[config.mk]
export PLATFORM = sky130hd
export DESIGN_NAME = clock_lock_supervisor
export DESIGN_NICKNAME = d
export VERILOG_FILES = /design/src/rtl/clock_lock_supervisor.sv
export SDC_FILE = /design/constraint.sdc
export NUM_CORES = 1
export LEC_CHECK = 0
export ABC_AREA = 1
export CAP_MARGIN = 20
export CORE_MARGIN = 2
export CORE_UTILIZATION = 55
export DETAILED_ROUTE_END_ITERATION = 8
export PLACE_DENSITY = 0.79
export SYNTH_ARGS = -nofsm -noshare
export SYNTH_HDL_FRONTEND = slang
export SYNTH_SLANG_ARGS = --single-unit
[constraint.sdc]
create_clock -name clk -period 2.3 [get_ports clk]
set_input_delay 0.23 -clock clk [delete_from_list [all_inputs] [get_ports clk]]
set_output_delay 0.23 -clock clk [all_outputs]
set_load 0.01 [all_outputs]
[src/rtl/clock_lock_supervisor.sv]
// clock_lock_supervisor
// Brings the pixel-clock MMCM from power-up to a stable running state and
// keeps it there. It pulses the MMCM reset, waits for LOCKED, and releases the
// downstream pixel-domain reset only once lock has held for STABLE_CYCLES.
// A lock timeout triggers a retry, and after MAX_RETRIES timeouts the block
// parks in FAIL. A loss of lock in RUN restarts the whole sequence.
//
// Ports
//   clk          free-running reference clock (100 MHz)
//   rst_n        asynchronous active-low reset
//   mmcm_locked  MMCM LOCKED, asynchronous to clk
//   restart      single-cycle request to restart the sequence (highest priority)
//   mmcm_rst     MMCM reset, active high
//   sys_rst_n    downstream pixel-domain reset, active low
//   running      high only in RUN
//   fail         high only in FAIL
//   state        current state code
//   retry_cnt    lock timeouts in the current attempt series
//   loss_cnt     lock losses seen in RUN, saturating at 255
//
// state      | meaning
// -----------+------------------------------------------------------------
// RESET_HOLD | MMCM held in reset for RST_CYCLES
// WAIT_LOCK  | MMCM released, waiting up to LOCK_TIMEOUT for locked_s
// STABLE     | lock seen, must hold for STABLE_CYCLES consecutive cycles
// RUN        | downstream reset released, watching for loss of lock
// FAIL       | too many timeouts, parked until restart or rst_n
module clock_lock_supervisor #(
  parameter int RST_CYCLES    = 16,
  parameter int LOCK_TIMEOUT  = 1000,
  parameter int STABLE_CYCLES = 64,
  parameter int MAX_RETRIES   = 3,
  parameter int CNT_W         = 16
) (
  input  logic       clk,
  input  logic       rst_n,
  input  logic       mmcm_locked,
  input  logic       restart,
  output logic       mmcm_rst,
  output logic       sys_rst_n,
  output logic       running,
  output logic       fail,
  output logic [2:0] state,
  output logic [3:0] retry_cnt,
  output logic [7:0] loss_cnt
);

  typedef enum logic [2:0] {
    RESET_HOLD = 3'd0,
    WAIT_LOCK  = 3'd1,
    STABLE     = 3'd2,
    RUN        = 3'd3,
    FAIL       = 3'd4
  } state_t;

  // The timer starts at 0 on state entry, so the last cycle of a phase of
  // N cycles is the one where the timer reads N-1.
  localparam logic [CNT_W-1:0] RST_LAST    = CNT_W'(RST_CYCLES - 1);
  localparam logic [CNT_W-1:0] LOCK_LAST   = CNT_W'(LOCK_TIMEOUT - 1);
  localparam logic [CNT_W-1:0] STABLE_LAST = CNT_W'(STABLE_CYCLES - 1);
  localparam logic [3:0]       RETRY_MAX   = 4'(MAX_RETRIES);

  state_t           state_q, state_d;
  logic [CNT_W-1:0] timer_q, timer_d;
  logic [3:0]       retry_d;
  logic [7:0]       loss_d;
  logic             sync_q, locked_s;

  // Two-flop synchroniser; nothing downstream looks at mmcm_locked directly.
  always_ff @(posedge clk or negedge rst_n) begin
    if (!rst_n) begin
      sync_q   <= 1'b0;
      locked_s <= 1'b0;
    end else begin
      sync_q   <= mmcm_locked;
      locked_s <= sync_q;
    end
  end

  always_comb begin
    state_d = state_q;
    retry_d = retry_cnt;
    loss_d  = loss_cnt;
    if (restart) begin
      state_d = RESET_HOLD;
      retry_d = '0;
    end else begin
      case (state_q)
        RESET_HOLD: if (timer_q == RST_LAST) state_d = WAIT_LOCK;
        WAIT_LOCK: begin
          // Lock wins over a timeout landing on the same cycle.
          if (locked_s) begin
            state_d = STABLE;
          end else if (timer_q == LOCK_LAST) begin
            retry_d = retry_cnt + 4'd1;
            state_d = (retry_d == RETRY_MAX) ? FAIL : RESET_HOLD;
          end
        end
        STABLE: begin
          if (!locked_s) begin
            state_d = WAIT_LOCK;
          end else if (timer_q == STABLE_LAST) begin
            state_d = RUN;
            retry_d = '0;
          end
        end
        RUN: begin
          if (!locked_s) begin
            state_d = RESET_HOLD;
            if (loss_cnt != 8'hFF) loss_d = loss_cnt + 8'd1;
          end
        end
        FAIL: state_d = FAIL;
        default: state_d = RESET_HOLD;
      endcase
    end
    // A held restart re-enters RESET_HOLD every cycle, pinning the timer at 0.
    timer_d = (restart || (state_d != state_q)) ? '0 : timer_q + CNT_W'(1);
  end

  // Outputs are decoded from the next state so they change on the same edge
  // as the state register; sys_rst_n drops on the edge that leaves RUN.
  always_ff @(posedge clk or negedge rst_n) begin
    if (!rst_n) begin
      state_q   <= RESET_HOLD;
      timer_q   <= '0;
      retry_cnt <= '0;
      loss_cnt  <= '0;
      mmcm_rst  <= 1'b1;
      sys_rst_n <= 1'b0;
      running   <= 1'b0;
      fail      <= 1'b0;
    end else begin
      state_q   <= state_d;
      timer_q   <= timer_d;
      retry_cnt <= retry_d;
      loss_cnt  <= loss_d;
      mmcm_rst  <= (state_d == RESET_HOLD) || (state_d == FAIL);
      sys_rst_n <= (state_d == RUN);
      running   <= (state_d == RUN);
      fail      <= (state_d == FAIL);
    end
  end

  assign state = state_q;

endmodule

### Word-level counts from Yosys, hierarchy flattened

Index checks and enable logic that the tools add are counted.

* register bits: 36
* latch bits: 0
* bits in writable memories: 0
* memory bits (read-only): 0
* input port bits: 4
* output and inout bits: 19
* memories: 0

* $add $sub $neg: 3
* $mul: 0
* div/mod/pow operators: 0
* order comparisons: 0
* equal/unequal tests: 16
* shift-type cells: 0
* muxes and demuxes: 16
* bitwise gates (word level): 2
* reduce and logical (&&, ||, !) cells: 7

Operators by type and width (count)
* 2-to-1 mux 3 bit: 8
* 2-to-1 mux 4 bit: 5
* adder 16 x 1 -> 16 bit (second input constant): 1
* == test 16 x 10 -> 1 bit (second input constant): 1
* == test 16 x 4 -> 1 bit (second input constant): 1
* == test 16 x 6 -> 1 bit (second input constant): 1
* 2-to-1 mux 16 bit: 1
* one-hot mux 3 bit (5 select lines): 1
* != test 3 bit (second input constant): 4
* == test 3 x 2 -> 1 bit (second input constant): 3
* adder 8 x 1 -> 8 bit (second input constant): 1
* != test 8 bit (second input constant): 1
* one-hot mux 4 bit (2 select lines): 1
* == test 3 bit (second input constant): 2
* logical NOT 3 bit: 2
* AND reduction 5 bit: 1
* adder 4 x 1 -> 4 bit (second input constant): 1
* == test 4 x 2 -> 1 bit (second input constant): 1
* AND reduction 4 bit: 1
* == test 3 x 1 -> 1 bit (second input constant): 1
* != test 3 bit: 1
* nonzero test 3 bit: 1
* logical OR 1 bit: 2
* inverter 1 bit: 2

### Depth between registers and ports, before layout

Gate-level depths: netlist of the first run.

* depth after elaboration: 10
* mapped depth: 13
* depth with buffers taken out: 12

### Worst setup path before layout of the first run

OpenSTA, ideal clock, no wires.

* path kind: register to register
* from: reg timer_q[0]
* to: reg timer_q[7]
* arrival: 1.593 ns
* data required time: 2.178 ns
* slack: 0.585 ns
* cell stages (with the launch flop): 12
* buffers on the path: 1
* period minus slack after synthesis: 1.715 ns
* cells stage by stage: dfrtp_1 > ha_1 > nand3_2 > nor3_4 > nand3_2 > nand2_1 > nand2_1 > nand2_1 > nand3_1 > nand3_4 > buf_6 > nor2_2

* cells in the longest elaborated chain, start to end: 8
* elaborated cells between the ends (all ways): 14
* classes of those cells: add/sub: 1; eq/ne: 4; mux: 8; reduce/logical: 1

RTL lines
* from (decl): line 64 `logic [CNT_W-1:0] timer_q, timer_d;`
* from (signal assigned): line 135 `timer_q <= timer_d;`
* == test 16 x 6 -> 1 bit / == test 16 x 10 -> 1 bit (equally long branches): line 102, 94
* 2-to-1 mux 3 bit (on tied branches): line 102, 94
* 2-to-1 mux 3 bit (on tied branches): line 100, 92
* one-hot mux 3 bit (5 select lines): line 88 `case (state_q)`
* 2-to-1 mux 3 bit: line 84 `if (restart) begin`
* != test 3 bit: line 118 `timer_d = (restart || (state_d != state_q)) ? '0 : timer_q + CNT_W'(1);`
* logical OR 1 bit: line 118
* 2-to-1 mux 16 bit (*): line 118
* via timer_d[7]: line 64

Mark *: on every way through the listed nets, which the timed path passes. The rest lies on a longest branch.
A chain may end at the register's enable or synchronous reset.

### Worst setup path in the final report of the first run

* from: reg timer_q[0]
* to: reg timer_q[15]

Same word-level chain as after synthesis.

==> metrics, run 1 <==
hold slack=0.290 ns; first-iteration detailed-routing DRC count=72; Synth cell types=28; Non-Filler Instances=294; clk buf depth=2; FFs w/ async S/R, synth=100%; Die ar.=0.00392 mm2; Boundary Pins=23; # setup viols final=0; crit end category=flip-flop; initial antenna violation count=0; hold buffers post-CTS=0; vias in the first global route=1400; Antenna diodes=0; largest net degree at the start of global routing=37; DR vias/cell=4.87; worst path cell trace=ha_1 > nand2_1 > inv_1 > nand2_1 > nor2_1 > and2_1 > nand3_1 > nand3_1 > nor2_1 > nand3_4 > nor2_1; Pins Over Slew Limit=0; max_cap viols=0; Worst path max stage delay=0.41 ns; kind of critical path=reg2reg; Yosys top cell by area=dfrtp_1; multi-input logic area=857 um2; CTS tree=yes; Slew headroom=71.1%; DR DRC count=0; Area Growth Syn to Fin=18.5%; CP top delay family=simple AND/OR/NAND/NOR gates; final-report hold violation count=0; Syn Area/Cell=8.67 um2; Cells after DPL=286; Total Power=1.11 mW; CTS resizes=0; Layout Utilization=67.7%; Peak Freq=518 MHz; final worst slack=0.369 ns; Post-synth EDFFs=0; Clock Tree Root=clkbuf_4; CTS Sinks=36; Initial Util=57.1%; worst vdd ir=407 uV; Detailed Routing Iterations Pass 1=4; share of the synthesized area in the top cell type=46.3%; crit path DAT=2.19 ns; CP most frequent cell=nor2_1; yosys warns=0; Worst Tran Pin Value=0.434 ns; Final Wtd Congestion=0.854; drt total wl=3390 um; CTS buffer count=5; syn nets=226; DIE HEIGHT=62.6 um; Pwr Density=496 mW/mm2; RSZ-0062 raised after global routing=false; final instance area=0.00224 mm2; DP HPWL=2520 um; Cells after Synth=218; total number of vias=1432; drt wl/cell=11.5 um; Buf/Inv on CP=1; clk slew on worst S/H paths=0.11 ns; port bufs=22; Top FF cell, synth=dfrtp_1; total negative slack=0 ns; GRT Overall Usage=20.3%; share of layout cells above drive strength 1=11.3%; H-tree Lvls=2; final worst path period share=84.0%; Layout Nets=255; die width=62.6 um; Setup Fix Bufs, Post-CTS=0; Routed Antenna Nets=0; Mapped Area=0.00189 mm2; P_leak=1.03 nW; Hold Path Class=in2async; DP Area=0.00216 mm2; CP required=2.56 ns; status=complete, no violations; post-synthesis sequential area ratio=47.7%; Post-synth top cells=dfrtp_1, nor2_1, nand2_1, inv_1, nand3_1; fill count=297; Setup Slack @ Placement=0.369 ns; Max Clock Skew=0.00882 ns; Seq. cell area=902 um2; flops & latches, synth=36; CP startpoint kind=flip-flop; first-pass GRT wire length=6240 um; site row count=21; gr ovfl total=0; worst-skew pair later-pin latency=0.34 ns; Crit-path slowest cell=dfrtp_1; Core ar.=0.00331 mm2; post-route minimum period=1.93 ns; CP max FO=16; top cells by area, synth=dfrtp_1, nor2_1, nand2_1
## sequential cells by signal, summed over array words and instances, names as in the netlist
| register | count |
|---|---|
| timer_q | 16 |
| loss_cnt | 8 |
| retry_cnt | 4 |
| state | 3 |
| fail | 1 |
| locked_s | 1 |
| mmcm_rst | 1 |
| running | 1 |
| sync_q | 1 |
## layout by cell type, fill, tap and decap left out
master and count:
nor4_1 4, mux2i_1 1, buf_4 2, o21bai_1 1, clkdlybuf4s50_1 22, inv_2 1, nor2_2 9, and2_1 1
clkbuf_4 5, clkbuf_1 1, xor2_1 9, dfrtp_1 35, inv_1 29, nand3_1 18, a21oi_1 4, nor3_1 3
mux2_2 1, nand3_2 2, nor3_4 1, nand4_1 6, nand2_2 2, nor2_4 1, o211ai_1 1, o22ai_1 4
xnor2_1 10, nand2_1 32, clkinv_2 1, dfstp_2 1, nor2_1 35, nand3_4 1, ha_1 4, bufinv_16 1
## routing by layer
layer	share of wire (%)	vias to the layer above	track usage (%)
met2	46	19	32.0
met1	49	657	27.4
met5	0	-	0
met4	1.6	0	6.67
li1	-	751	-
met3	3.7	5	5.41
## worst paths after layout
kind,cells after the start,to,slack [ns],from
worst max-delay path,11,timer_q[15]$_DFF_PN0_,0.37,timer_q[0]$_DFF_PN0_
worst min-delay path,2,loss_cnt[5]$_DFFE_PN0P_,0.29,rst_n
worst max register to register,11,timer_q[15]$_DFF_PN0_,0.37,timer_q[0]$_DFF_PN0_
worst min register to register,0,locked_s$_DFF_PN0_,0.36,sync_q$_DFF_PN0_
max in group asynchronous,2,mmcm_rst$_DFF_PN1_,1.68,rst_n
min in group clk,1,sync_q$_DFF_PN0_,0.33,mmcm_locked
## layout make-up
| class | count | area share [%] |
|---|---|---|
| sequential | 36 | 40.3 |
| timing repair buffer | 24 | 10.5 |
| inverter | 30 | 5.03 |
| clock buffer | 6 | 1.84 |
| clock inverter | 2 | 1.56 |
| multi-input combinational | 150 | 38.2 |
| tap | 46 | 2.57 |
## kinds of logic after synthesis
family	after synthesis	share of synthesized area [%]
adder cells (fa/ha/maj)	4	2.65
AO/OA/AOI/OAI	10	3.18
XOR/XNOR	19	8.80
buffers and inverters	32	6.95
AND/OR/NAND/NOR	115	29.6
flip-flops	36	47.7
multiplexers	2	1.13
## power by group
group | switching [mW] | internal, mW | total [mW]
clock network | 0.199 | 0.228 | 0.427
logic | 0.0281 | 0.0131 | 0.0413
registers | 0.00441 | 0.639 | 0.643
(Power assumes the default switching activity.)
==> run 2, diff against run 1 <==
Settings changed: CORE_UTILIZATION 55 to 49, PLACE_DENSITY 0.79 to 0.74.
Clock period 2.3 ns to 1.77 ns, I/O delays scaled along.
==> run 2 against run 1 <==
Against the previous run:
- sequential share of layout area fell by 5.6 points
- clock-buffer cell count fell by 1
- critical path depth rose by 1
- flip-flop and latch count did not move
- hold slack improved by 0.024 ns
- die area rose by 11%
- register-to-register slack got worse by 0.36 ns
- fmax rose by 9.9%
- routed wire length rose by 16%
- power rose by 36%
- first-iteration DRC count fell by 26%
- critical endpoint is now timer_q[7]$_DFF_PN0_
- largest cell class is now multi-input gates
==> metrics, run 2 (synthesis gave the netlist of run 1 again) <==
drt wl/cell=12.3 um (was 11.5 um); CP startpoint kind=flip-flop (unchanged); Layout Nets=278 (was 255); clock power share=38.1% (was 38.4%); vias in the first global route=1545 (was 1400); Comb power frac=6.3% (was 3.7%); DP HPWL=2590 um (was 2520 um); Pins Over Slew Limit=0 (unchanged); die width=66.1 um (was 62.6 um); Int Pwr=1.14 mW (was 0.880 mW); Hold Path Class=in2reg (was in2async); DR DRC count=0 (unchanged); Detailed Routing Iterations Pass 1=4 (unchanged); Worst Tran Pin Value=0.783 ns (was 0.434 ns); first-pass GRT wire length=6510 um (was 6240 um); total number of vias=1565 (was 1432); CTS tree=yes (unchanged); Biggest register=timer_q (unchanged); Clock Tree Root=clkbuf_8 (was clkbuf_4); Cells after DPL=304 (was 286); most frequent cells in the layout=dfrtp_1, nand2_1, inv_1 (was nor2_1, dfrtp_1, nand2_1); Setup Slack @ Placement=-0.0665 ns (was 0.369 ns); Layout Utilization=70.5% (was 67.7%); CP most frequent cell=nor2_2 (was nor2_1); Antenna diodes=0 (unchanged); CTS buffer count=5 (unchanged); Routed Antenna Nets=0 (unchanged); Worst path max stage delay=0.42 ns (was 0.41 ns); first-iteration detailed-routing DRC count=53 (was 72); largest net degree at the start of global routing=37 (unchanged); drt total wl=3930 um (was 3390 um); Area Growth Syn to Fin=37.5% (was 18.5%); Die ar.=0.00437 mm2 (was 0.00392 mm2); biggest registers after layout=timer_q: 16 flops, loss_cnt: 8 flops, retry_cnt: 4 flops (unchanged); clk buf depth=2 (unchanged); Core ar.=0.00369 mm2 (was 0.00331 mm2); Final Wtd Congestion=0.841 (was 0.854); CP top delay family=simple AND/OR/NAND/NOR gates (unchanged); most common cell after layout, fill and taps aside=dfrtp_1; final-report hold violation count=0 (unchanged); GRT Overall Usage=19.8% (was 20.3%); Slew headroom=47.8% (was 71.1%); CP max FO=8 (was 16); Peak Freq=569 MHz (was 518 MHz); share of layout cells above drive strength 1=26.6% (was 11.3%); crit end category=flip-flop (unchanged); clk slew on worst S/H paths=0.07 ns (was 0.11 ns); worst vdd ir=452 uV (was 407 uV); DR vias/cell=4.91 (was 4.87); Total Power=1.51 mW (was 1.11 mW); total negative slack=0 ns (unchanged); final worst path period share=99.3% (was 84.0%); Boundary Pins=23 (unchanged); crit path DAT=1.99 ns (was 2.19 ns); gr ovfl total=0 (unchanged); Buf/Inv on CP=2 (was 1); CTS Sinks=36 (unchanged); status=complete, no violations (unchanged); Initial Util=51.3% (was 57.1%); Reg power frac=55.6% (was 57.9%); Pwr Density=581 mW/mm2 (was 496 mW/mm2); RSZ-0062 raised after global routing=true (was false); DIE HEIGHT=66.1 um (was 62.6 um); # setup viols final=0 (unchanged); Non-Filler Instances=319 (was 294); Max Clock Skew=0.00554 ns (was 0.00882 ns); port bufs=22 (unchanged); initial antenna violation count=0 (unchanged); final worst slack=0.0121 ns (was 0.369 ns); kind of critical path=reg2reg (unchanged); P_leak=1.17 nW (was 1.03 nW); site row count=22 (was 21); Crit-path slowest cell=dfrtp_1 (unchanged); H-tree Lvls=2 (unchanged); post-route minimum period=1.76 ns (was 1.93 ns); CP required=2.00 ns (was 2.56 ns); worst-skew pair later-pin latency=0.29 ns (was 0.34 ns); worst path cell trace=ha_4 > nand2_1 > inv_1 > nand2_1 > nor2_2 > and2_4 > nand3_1 > nand3_2 > nor2_2 > nand3_4 > clkbuf_16 > nor2_2 (was ha_1 > nand2_1 > inv_1 > nand2_1 > nor2_1 > and2_1 > nand3_1 > nand3_1 > nor2_1 > nand3_4 > nor2_1); Psw=0.366 mW (was 0.232 mW); Sw Share=24.2% (was 20.9%); max_cap viols=0 (unchanged); max FFs per register=16 (unchanged)
## run 2: layer usage
metal  track usage [%]  wire length (um)
met1              25.4              1800
met2              31.4              1920
met3              5.11               126
met4              8.67                85
met5                 0                 0
## run 2: per-stage QoR
| step | hold slack (ns) | area [um2] |
|---|---|---|
| 5_1_grt | 0.338 | 2600 |
| 3_5_place_dp | 0.303 | 2280 |
| 4_1_cts | 0.309 | 2400 |
| 2_1_floorplan | -0.119 | 1890 |
| 3_3_place_gp | 0.296 | 2280 |
| 6_report | 0.314 | 2600 |
## run 2: timing repair
item	in CTS	in global routing
hold buffers	1	0
cloned	0	1
pin swaps	1	8
gates resized for setup	2	33
buffers inserted	1	4
hold endpoints to repair	35	0
setup endpoints to repair	16	17
## run 2: worst paths after layout
path / startpoint / to / slack [ns] / cells after the start
max reg2reg: timer_q[0]$_DFF_PN0_ / timer_q[7]$_DFF_PN0_ / 0.01 / 12
min: mmcm_locked / sync_q$_DFF_PN0_ / 0.31 / 1
max: timer_q[0]$_DFF_PN0_ / timer_q[7]$_DFF_PN0_ / 0.01 / 12
min reg2reg: sync_q$_DFF_PN0_ / locked_s$_DFF_PN0_ / 0.38 / 0
max in group asynchronous: rst_n / retry_cnt[0]$_DFFE_PN0P_ / 0.77 / 2
min in group asynchronous: rst_n / timer_q[8]$_DFF_PN0_ / 0.50 / 2
## run 2: power groups by stage
stage	Clock [mW]	Sequential [mW]	Combinational, mW
after floorplan	0	0.851	0.0271
after global placement	0	0.852	0.0586
after detailed placement	0	0.852	0.0599
after CTS	0.596	0.836	0.0669
after global routing	0.640	0.839	0.104
final	0.576	0.839	0.0953
## run 2: area by class of cell
| type | count | area (um2) |
|---|---|---|
| inverters | 30 | 113 |
| repair buffers | 47 | 435 |
| flip-flops and latches | 36 | 902 |
| fillers | 295 | 1090 |
| multi-input cells | 150 | 1000 |
| well taps | 48 | 60.1 |
| clock buffers | 5 | 68.8 |
| clock inverters | 3 | 18.8 |
